<file path="src/rtl/cart_upload_if.sv">
// Purpose: ioctl upload/download signals plus the cart RAM read port for cart_upload.
// Latency: none, wiring only.
// Backpressure: ioctl_wait stalls the hps_io side; the RAM port takes no backpressure.
// Ports: ioctl_download/upload/wr/rd/addr come from hps_io, ioctl_din/wait go back to it;
//        mem_addr/mem_rd drive the cart RAM and mem_q returns its data; img_size/busy are status.
interface cart_upload_if #(
    parameter int ADDR_W = 15
);
    logic              ioctl_download;
    logic              ioctl_upload;
    logic              ioctl_wr;
    logic              ioctl_rd;
    logic [24:0]       ioctl_addr;
    logic [7:0]        ioctl_din;
    logic              ioctl_wait;
    logic [ADDR_W-1:0] mem_addr;
    logic              mem_rd;
    logic [7:0]        mem_q;
    logic [ADDR_W:0]   img_size;
    logic              busy;

    // master: hps_io plus cart RAM environment
    modport master (
        output ioctl_download, ioctl_upload, ioctl_wr, ioctl_rd, ioctl_addr, mem_q,
        input  ioctl_din, ioctl_wait, mem_addr, mem_rd, img_size, busy
    );

    // slave: the cart_upload block
    modport slave (
        input  ioctl_download, ioctl_upload, ioctl_wr, ioctl_rd, ioctl_addr, mem_q,
        output ioctl_din, ioctl_wait, mem_addr, mem_rd, img_size, busy
    );
endinterface

</file>
<file path="src/rtl/cart_upload.sv">
// Purpose: serves hps_io upload reads from cart RAM and tracks the last downloaded image size.
// Latency: in-range read returns 2+RD_LAT cycles after ioctl_rd, out-of-range FILL after 2 cycles.
// Backpressure: ioctl_wait held high while a read is outstanding; ioctl_rd while busy is dropped.
// Ports: clk_sys, reset (sync, active high); bus (slave modport) carries the ioctl handshake,
//        the cart RAM read port (mem_addr/mem_rd/mem_q) and the img_size/busy status.
module cart_upload #(
    parameter int         ADDR_W = 15,
    parameter int         RD_LAT = 2,
    parameter logic [7:0] FILL   = 8'hFF
) (
    input  logic        clk_sys,
    input  logic        reset,
    cart_upload_if.slave bus
);
    typedef enum logic [1:0] {IDLE, FETCH, LAT, DONE} state_t;

    localparam logic [ADDR_W:0] MAX_SIZE = {1'b1, {ADDR_W{1'b0}}};
    localparam logic [ADDR_W:0] ONE      = {{ADDR_W{1'b0}}, 1'b1};
    localparam logic [2:0]      LAT_INIT = 3'(RD_LAT - 1);

    state_t            state;
    logic [2:0]        lat_cnt;
    logic              dl_q;
    logic [ADDR_W:0]   img_size_r;
    logic [7:0]        din_r;
    logic              wait_r;
    logic              mem_rd_r;
    logic [ADDR_W-1:0] mem_addr_r;
    logic              busy_r;

    logic [ADDR_W:0]   size_base;
    logic [ADDR_W:0]   wr_size;
    logic [ADDR_W:0]   size_next;
    logic              rd_accept;
    logic              in_range;

    // Size tracking: a new download session starts from zero, and every written byte
    // extends the image to cover it. Addresses past the RAM clamp to the full size.
    always_comb begin
        size_base = (bus.ioctl_download && !dl_q) ? '0 : img_size_r;
        if (bus.ioctl_addr >= 25'(MAX_SIZE))
            wr_size = MAX_SIZE;
        else
            wr_size = bus.ioctl_addr[ADDR_W:0] + ONE;
        size_next = size_base;
        if (bus.ioctl_wr && bus.ioctl_download && (wr_size > size_base))
            size_next = wr_size;
    end

    // Download has priority: a read request that overlaps a download is dropped.
    assign rd_accept = bus.ioctl_rd && bus.ioctl_upload && !bus.ioctl_download;
    // Full-width compare so high addresses never alias into the image.
    assign in_range  = bus.ioctl_addr < 25'(img_size_r);

    always_ff @(posedge clk_sys) begin
        if (reset) begin
            state      <= IDLE;
            lat_cnt    <= '0;
            dl_q       <= 1'b0;
            img_size_r <= '0;
            din_r      <= '0;
            wait_r     <= 1'b0;
            mem_rd_r   <= 1'b0;
            mem_addr_r <= '0;
            busy_r     <= 1'b0;
        end else begin
            dl_q       <= bus.ioctl_download;
            img_size_r <= size_next;
            mem_rd_r   <= 1'b0;

            if (state != IDLE && !bus.ioctl_upload) begin
                // Upload cancelled by the host: release the stall, keep the last byte.
                state  <= IDLE;
                wait_r <= 1'b0;
                busy_r <= 1'b0;
            end else begin
                case (state)
                    IDLE: begin
                        if (rd_accept) begin
                            wait_r <= 1'b1;
                            busy_r <= 1'b1;
                            if (in_range) begin
                                // Strobe is registered here so the RAM sees it during FETCH.
                                mem_rd_r   <= 1'b1;
                                mem_addr_r <= bus.ioctl_addr[ADDR_W-1:0];
                                state      <= FETCH;
                            end else begin
                                din_r <= FILL;
                                state <= DONE;
                            end
                        end
                    end
                    FETCH: begin
                        lat_cnt <= LAT_INIT;
                        state   <= LAT;
                    end
                    LAT: begin
                        if (lat_cnt == 3'd0) begin
                            din_r  <= bus.mem_q;
                            wait_r <= 1'b0;
                            state  <= DONE;
                        end else begin
                            lat_cnt <= lat_cnt - 3'd1;
                        end
                    end
                    DONE: begin
                        wait_r <= 1'b0;
                        busy_r <= 1'b0;
                        state  <= IDLE;
                    end
                    default: state <= IDLE;
                endcase
            end
        end
    end

    assign bus.ioctl_din  = din_r;
    assign bus.ioctl_wait = wait_r;
    assign bus.mem_rd     = mem_rd_r;
    assign bus.mem_addr   = mem_addr_r;
    assign bus.img_size   = img_size_r;
    assign bus.busy       = busy_r;
endmodule

</file>
<file path="src/flat_wrapper.sv">
// flat-port wrapper written by rule: the top's interface ports become plain ports
module cart_upload_flat 
#(
    parameter int         ADDR_W = 15,
    parameter int         RD_LAT = 2,
    parameter logic [7:0] FILL   = 8'hFF
)
  (clk_sys, reset, bus_ioctl_download, bus_ioctl_upload, bus_ioctl_wr, bus_ioctl_rd, bus_ioctl_addr, bus_mem_q, bus_ioctl_din, bus_ioctl_wait, bus_mem_addr, bus_mem_rd, bus_img_size, bus_busy);
  cart_upload_if #(.ADDR_W(ADDR_W)) bus_i ();
  input  logic clk_sys;
  input  logic reset;
  input wire logic [$bits(bus_i.ioctl_download)-1:0] bus_ioctl_download;
  input wire logic [$bits(bus_i.ioctl_upload)-1:0] bus_ioctl_upload;
  input wire logic [$bits(bus_i.ioctl_wr)-1:0] bus_ioctl_wr;
  input wire logic [$bits(bus_i.ioctl_rd)-1:0] bus_ioctl_rd;
  input wire logic [$bits(bus_i.ioctl_addr)-1:0] bus_ioctl_addr;
  input wire logic [$bits(bus_i.mem_q)-1:0] bus_mem_q;
  output wire logic [$bits(bus_i.ioctl_din)-1:0] bus_ioctl_din;
  output wire logic [$bits(bus_i.ioctl_wait)-1:0] bus_ioctl_wait;
  output wire logic [$bits(bus_i.mem_addr)-1:0] bus_mem_addr;
  output wire logic [$bits(bus_i.mem_rd)-1:0] bus_mem_rd;
  output wire logic [$bits(bus_i.img_size)-1:0] bus_img_size;
  output wire logic [$bits(bus_i.busy)-1:0] bus_busy;
  assign bus_i.ioctl_download = bus_ioctl_download;
  assign bus_i.ioctl_upload = bus_ioctl_upload;
  assign bus_i.ioctl_wr = bus_ioctl_wr;
  assign bus_i.ioctl_rd = bus_ioctl_rd;
  assign bus_i.ioctl_addr = bus_ioctl_addr;
  assign bus_i.mem_q = bus_mem_q;
  assign bus_ioctl_din = bus_i.ioctl_din;
  assign bus_ioctl_wait = bus_i.ioctl_wait;
  assign bus_mem_addr = bus_i.mem_addr;
  assign bus_mem_rd = bus_i.mem_rd;
  assign bus_img_size = bus_i.img_size;
  assign bus_busy = bus_i.busy;
  cart_upload #(.ADDR_W(ADDR_W), .RD_LAT(RD_LAT), .FILL(FILL)) u_core (.clk_sys(clk_sys), .reset(reset), .bus(bus_i));
endmodule
</file>
<file path="config.mk">
export PLATFORM = sky130hd
export DESIGN_NAME = cart_upload_flat
export DESIGN_NICKNAME = d
export VERILOG_FILES = /design/src/rtl/cart_upload_if.sv /design/src/rtl/cart_upload.sv /design/src/flat_wrapper.sv
export SDC_FILE = /design/constraint.sdc
export NUM_CORES = 1
export LEC_CHECK = 0
export ABC_AREA = 1
export BUFFER_PORTS_ARGS = -buffer_cell sky130_fd_sc_hd__clkbuf_2
export CAP_MARGIN = 20
export CELL_PAD_IN_SITES_DETAIL_PLACEMENT = 0
export CELL_PAD_IN_SITES_GLOBAL_PLACEMENT = 1
export CORE_ASPECT_RATIO = 2
export CORE_MARGIN = 2
export CORE_UTILIZATION = 38
export CTS_CLUSTER_SIZE = 8
export DETAILED_ROUTE_END_ITERATION = 6
export PLACE_DENSITY = 0.87
export SLEW_MARGIN = 40
export SYNTH_ARGS = -nofsm -noshare
export SYNTH_HDL_FRONTEND = slang
export SYNTH_SLANG_ARGS = --single-unit
</file>
<file path="constraint.sdc">
create_clock -name clk_sys -period 3.19 [get_ports clk_sys]
set_input_delay 0.638 -clock clk_sys [delete_from_list [all_inputs] [get_ports clk_sys]]
set_output_delay 0.638 -clock clk_sys [all_outputs]
set_load 0.01 [all_outputs]
</file>
**Yosys cells after proc, flatten, opt, wreduce, memory -nomap -nowiden**

Index checks and enable logic that the tools add are counted.

- Flip-flop bits (word level): 48
- Word-level logic and storage cells: 66

- Reductions and logical operators: 24
- Equality and inequality tests: 7
- Mux-type cells: 18
- Bitwise logic cells: 3
- Add/sub/neg operators: 2
- Magnitude comparators: 3

Operator list:

| cell | number |
|---|---|
| two-way mux 16 bit | 3 |
| greater-or-equal comparator 25 x 16 -> 1 bit, second input constant | 1 |
| < comparator 25 x 16 -> 1 bit | 1 |
| two-way mux 8 bit | 3 |
| adder 16 x 1 -> 16 bit, second input constant | 1 |
| greater-than comparator 16 bit | 1 |
| one-hot mux 8 bit (2 select lines) | 1 |
| one-hot mux 2 bit (4 select lines) | 1 |
| nonzero test 2 bit | 4 |
| logical AND 1 bit | 6 |
| two-way mux 2 bit | 3 |
| one-hot mux 3 bit (2 select lines) | 1 |
| AND reduction 3 bit | 2 |
| AND reduction 5 bit | 1 |
| == test 2 bit, second input constant | 2 |
| inequality test 2 x 1 -> 1 bit, second input constant | 2 |
| inequality test 2 bit, second input constant | 2 |
| AND reduction 2 bit | 2 |
| AND reduction 4 bit | 1 |
| OR reduction 4 bit | 1 |
| logical NOT 1 bit | 3 |
| logical NOT 3 bit | 1 |
| two-way mux 1 bit | 3 |
| two-way mux 3 bit | 1 |
| other kinds (8) | 10 |

**Logic depth before layout (Yosys ltp)**

- Depth in word-level cells: 6
- Depth in mapped cells: 21

**Worst setup path before layout**

OpenSTA, ideal clock, no wires.

- Path kind: input to register
- Start: input port bus_ioctl_addr[0]
- End: register u_core.img_size_r[13] (netlist: u_core.bus.img_size[13])
- Data arrival time: 2.654 ns
- Library setup time: 0.115 ns
- Path slack: 0.421 ns
- Stages: 17
- Buffers on the path: 1
- Cells stage by stage: ha_1 > nand2_1 > nor2_1 > nand2_1 > nor2_1 > nand3_1 > nand3_1 > inv_1 > ha_1 > nand2_1 > nor2_1 > and2_1 > a31oi_1 > buf_2 > nand3_1 > nand2_1 > nor2_1

- Longest elaborated chain between the ends: 5
- Elaborated cells between the ends (all ways): 6

Ends and longest elaborated chain:

| item | RTL line | source |
|---|---|---|
| from (decl) | flat_wrapper.sv:16 | `input wire logic [$bits(bus_i.ioctl_addr)-1:0] bus_ioctl_addr;` |
| greater-or-equal comparator 25 x 16 -> 1 bit or adder 16 x 1 -> 16 bit (tied branches) | cart_upload.sv:41, cart_upload.sv:44 |  |
| two-way mux 16 bit * | cart_upload.sv:41 | `if (bus.ioctl_addr >= 25'(MAX_SIZE))` |
| greater-than comparator 16 bit | cart_upload.sv:46 | `if (bus.ioctl_wr && bus.ioctl_download && (wr_size > size_base))` |
| logical AND 1 bit | cart_upload.sv:46 |  |
| two-way mux 16 bit * | cart_upload.sv:46 |  |
| to (signal assigned) | cart_upload.sv:68 | `img_size_r <= size_next;` |
| to (decl) | cart_upload.sv:24 | `logic [ADDR_W:0] img_size_r;` |

Mark *: on every way between the ends. The rest lies on a longest branch, timed or not.
A chain may end at the register's enable or synchronous reset.

**Worst setup path in the final report**

- Start: input port bus_ioctl_addr[1]
- End: register u_core.img_size_r[7] (netlist: u_core.bus.img_size[7])

The elaborated chain is that of the path after synthesis.

==> results.yml <==
logic_synthesis:
  yosysWarnings: 0
  syn_nets: 678
  ys.flop_type: "dfxtp_1"
  ys_seq_elements: 48
  syn_inst: 599
  avgSynthCellArea_um2: 6.110
  yosysTopAreaCell: "dfxtp_1"
  yosysUniqueCellTypes: 33
  synth_edf_count: 0
  synthTopCellsByArea: "dfxtp_1, nand2_1, ha_1"
  synth_common_cells: "nand2_1, nor2_1, inv_1"
  synth_top_area_share_pct: 26.26
  synth_most_common_cell: "nand2_1"
  syn_area_um2: 3660
  synth-seq-area-share_pct: 26.26
  async_flop_share_pct: 0
clock_tree:
  holdBufCountCts: 0
  clockBufferDepth: 2
  cts_tree: "done"
  cts_resized: 0
  clock_latency_ns: 0.29
  cts_setup_buffers: 0
  clockRootBuffer: "clkbuf_16"
  htree_levels: 2
  numCtsBuffers: 5
  clkSlewWorstSetupHoldPaths_ns: 0.06
  cts_num_sinks: 48
setup_path:
  crit_path_end_kind: "register"
  critPathBufInv: 3
  crit_required_ns: 3.37
  critPathMaxFanout: 32
  cp_slowest_stage_delay_ns: 0.26
  crit_type: "in -> reg"
  crit_chain: "clkbuf_2, ha_1, nand2_1, nor2_1, nand2_1, nor2_1, nand3_1, nand3_1, inv_1, ha_1, nand2_1, nor2_1, and2_1, nand2_1, nand2_1, buf_12, nand3_1, nand2_1, nor2_1"
  crit_top_cell: "nand2_1"
  cpMaxStageDelayCell: "ha_1"
  crit_arrival_ns: 3.06
  worst_setup_path_start_kind: "primary input"
  crit_family: "simple AND/OR/NAND/NOR gates"
pwr:
  p_int_uw: 1275
  p_comb_share_pct: 32.4
  clkPwrFrac_pct: 30.4
  power_density_nw_per_um2: 440.2
  p_leak_uw: 0.002424
  finalPower_uw: 1917
  seqPwrFrac_pct: 37.3
  p_sw_uw: 642.6
  vdd_ir_drop_max_v: 0.0002135
  swShare_pct: 33.52
timing:
  post-route-min-period_ns: 2.872
  final_max_slew_viol_count: 0
  worst_pin_slew_ns: 0.4920
  hold_ws_ns: 0.4504
  fin_skew_ns: 0.009705
  slew_headroom_pct: 66.86
  fmax_ghz: 0.3482
  finalSetupViolations: 0
  hold_viol_final: 0
  setup_tns_ns: 0
  finalCritPeriodShare_pct: 90.02
  rsz0062_at_grt: "false"
routing:
  vias_per_cell: 4.856
  vias: 3802
  firstDrtPassIters: 4
  wl_per_cell_um: 12.73
  wirelength_um: 9968
  drt_iter0_drc: 163
  drc: 0
  ant_nets: 0
floorplanning:
  coreArea_um2: 9384
  initial_utilization_pct: 39.00
  dieArea_um2: 10480
  die_h_um: 142.8
  fp.dieW_um: 73.40
  rows: 50
  io_pins: 81
cells_and_area:
  nets: 759
  syn_to_final_growth_pct: 19.01
  fillers: 992
  diodes: 0
  drive_above_1_share_pct: 16.64
global_routing:
  grt_pass1_vias: 3705
  antenna_found_initial: 0
  overflow: 0
  grt_first_pass_wirelength_um: 16430
  grt_max_degree: 40
  track_usage_pct: 19.99
outcome:
  status: "finished, final reports clean"
min_path:
  min_path_type: "reg -> reg"
placement:
  place_hpwl_um: 8013
  portBuffers: 80
  gp_congestion: 0.8334
flow_run:
  max-cap-violations: 0
[cell usage in the layout, fill, tap and decap left out]
cell       count
or2_2          5
a21o_1         1
and3_1         1
nor3b_2        1
nor2_1       117
nor2_2         1
clkbuf_2      80
a21oi_1       39
o21ai_1        1
xor2_1         1
nand4_1        4
inv_2          1
buf_4         10
buf_12         2
dfxtp_1       48
ha_1          40
nand3b_1       1
nand2_2        1
nor2_4         2
inv_1        106
o21ai_2        1
nor3b_1        1
a31oi_1        1
a221oi_1       1
clkbuf_16      5
nand3_1       47
nand3_2        2
o21ai_0        8
xnor2_1        1
nand2_1      141
nor3_1         4
and2_1         1
a31oi_2        1
bufinv_16      1
a211oi_1       2
[through the flow]
| stage | instance area (um2) | utilization, % | worst slack (ns) | cells |
|---|---|---|---|---|
| 4_1_cts | 4355 | 46.41 | 0.3145 | 783 |
| 2_1_floorplan | 3660 | - | 0.4210 | 599 |
| 6_report | 4355 | 46.41 | 0.3184 | 783 |
| 5_1_grt | 4355 | 46.41 | 0.08383 | 783 |
| 3_3_place_gp | 4200 | 44.76 | 0.07037 | 777 |
| 3_5_place_dp | 4200 | 44.76 | 0.01179 | 777 |
[registers in the layout, summed over array words and instances (netlist names)]
register	count
u_core.bus.mem_addr	15
u_core.lat_cnt	3
u_core.bus.ioctl_din	8
u_core.state	2
u_core.bus.img_size	16
u_core.bus.mem_rd	1
u_core.bus.busy	1
u_core.dl_q	1
u_core.bus.ioctl_wait	1
[power by group through the flow]
| stage | logic (uW) | clock network, uW | registers, uW |
|---|---|---|---|
| 6_report | 620 | 583 | 714 |
| 5_1_grt | 717 | 620 | 723 |
| 3_5_place_dp | 624 | 0 | 728 |
| 4_1_cts | 627 | 600 | 714 |
| 3_3_place_gp | 611 | 0 | 724 |
| 2_1_floorplan | 416 | 0 | 746 |
[final cells by class]
cell class              instances  area (um2)  area share, %
clock buffers                   5       125.1          2.873
clock inverters                 1       30.03         0.6895
inverters                     107       401.6          9.221
multi-input cells             426        2192          50.33
flip-flops and latches         48       960.9          22.06
well taps                     104       130.1          2.988
repair buffers                 92       515.5          11.84
[kinds of logic after synthesis]
kind of cell	Yosys count	share of synthesized area (%)
xor+xnor	2	0.4787
fa+ha+maj	40	13.68
compound gates	55	8.000
flops	48	26.26
buf+inv	125	14.02
simple gates	329	37.57
[worst reg2reg max path, cell delays in order, from the launching register on]
cell	delay [ns]
dfxtp_1	0.31
nor2_1	0.04
buf_4	0.20
nor2_1	0.14
inv_1	0.06
ha_1	0.28
nand2_1	0.07
nor2_1	0.22
nand2_1	0.08
nand2_1	0.08
nand2_1	0.06
nand2_1	0.10
buf_12	0.19
nand3_1	0.09
nand2_1	0.07
nor2_1	0.05
[worst paths after layout]
kind,start,to,slack [ns],cells past startpoint
setup / recovery,bus_ioctl_addr[1],u_core.bus.img_size[7],0.32,19
hold / removal,u_core.bus.ioctl_wait,u_core.bus.ioctl_wait,0.45,2
setup reg to reg,u_core.dl_q,u_core.bus.img_size[7],1.05,15
hold reg to reg,u_core.bus.ioctl_wait,u_core.bus.ioctl_wait,0.45,2
[layer usage]
| layer | GRT usage [%] | routed length, um | up-vias |
|---|---|---|---|
| met5 | 0 | 0 | - |
| met4 | 9.952 | 398 | 0 |
| met3 | 2.399 | 344 | 25 |
| met2 | 38.98 | 5403 | 97 |
| met1 | 19.62 | 3822 | 1677 |
| li1 | - | - | 2003 |
(Power assumes the default switching activity.)
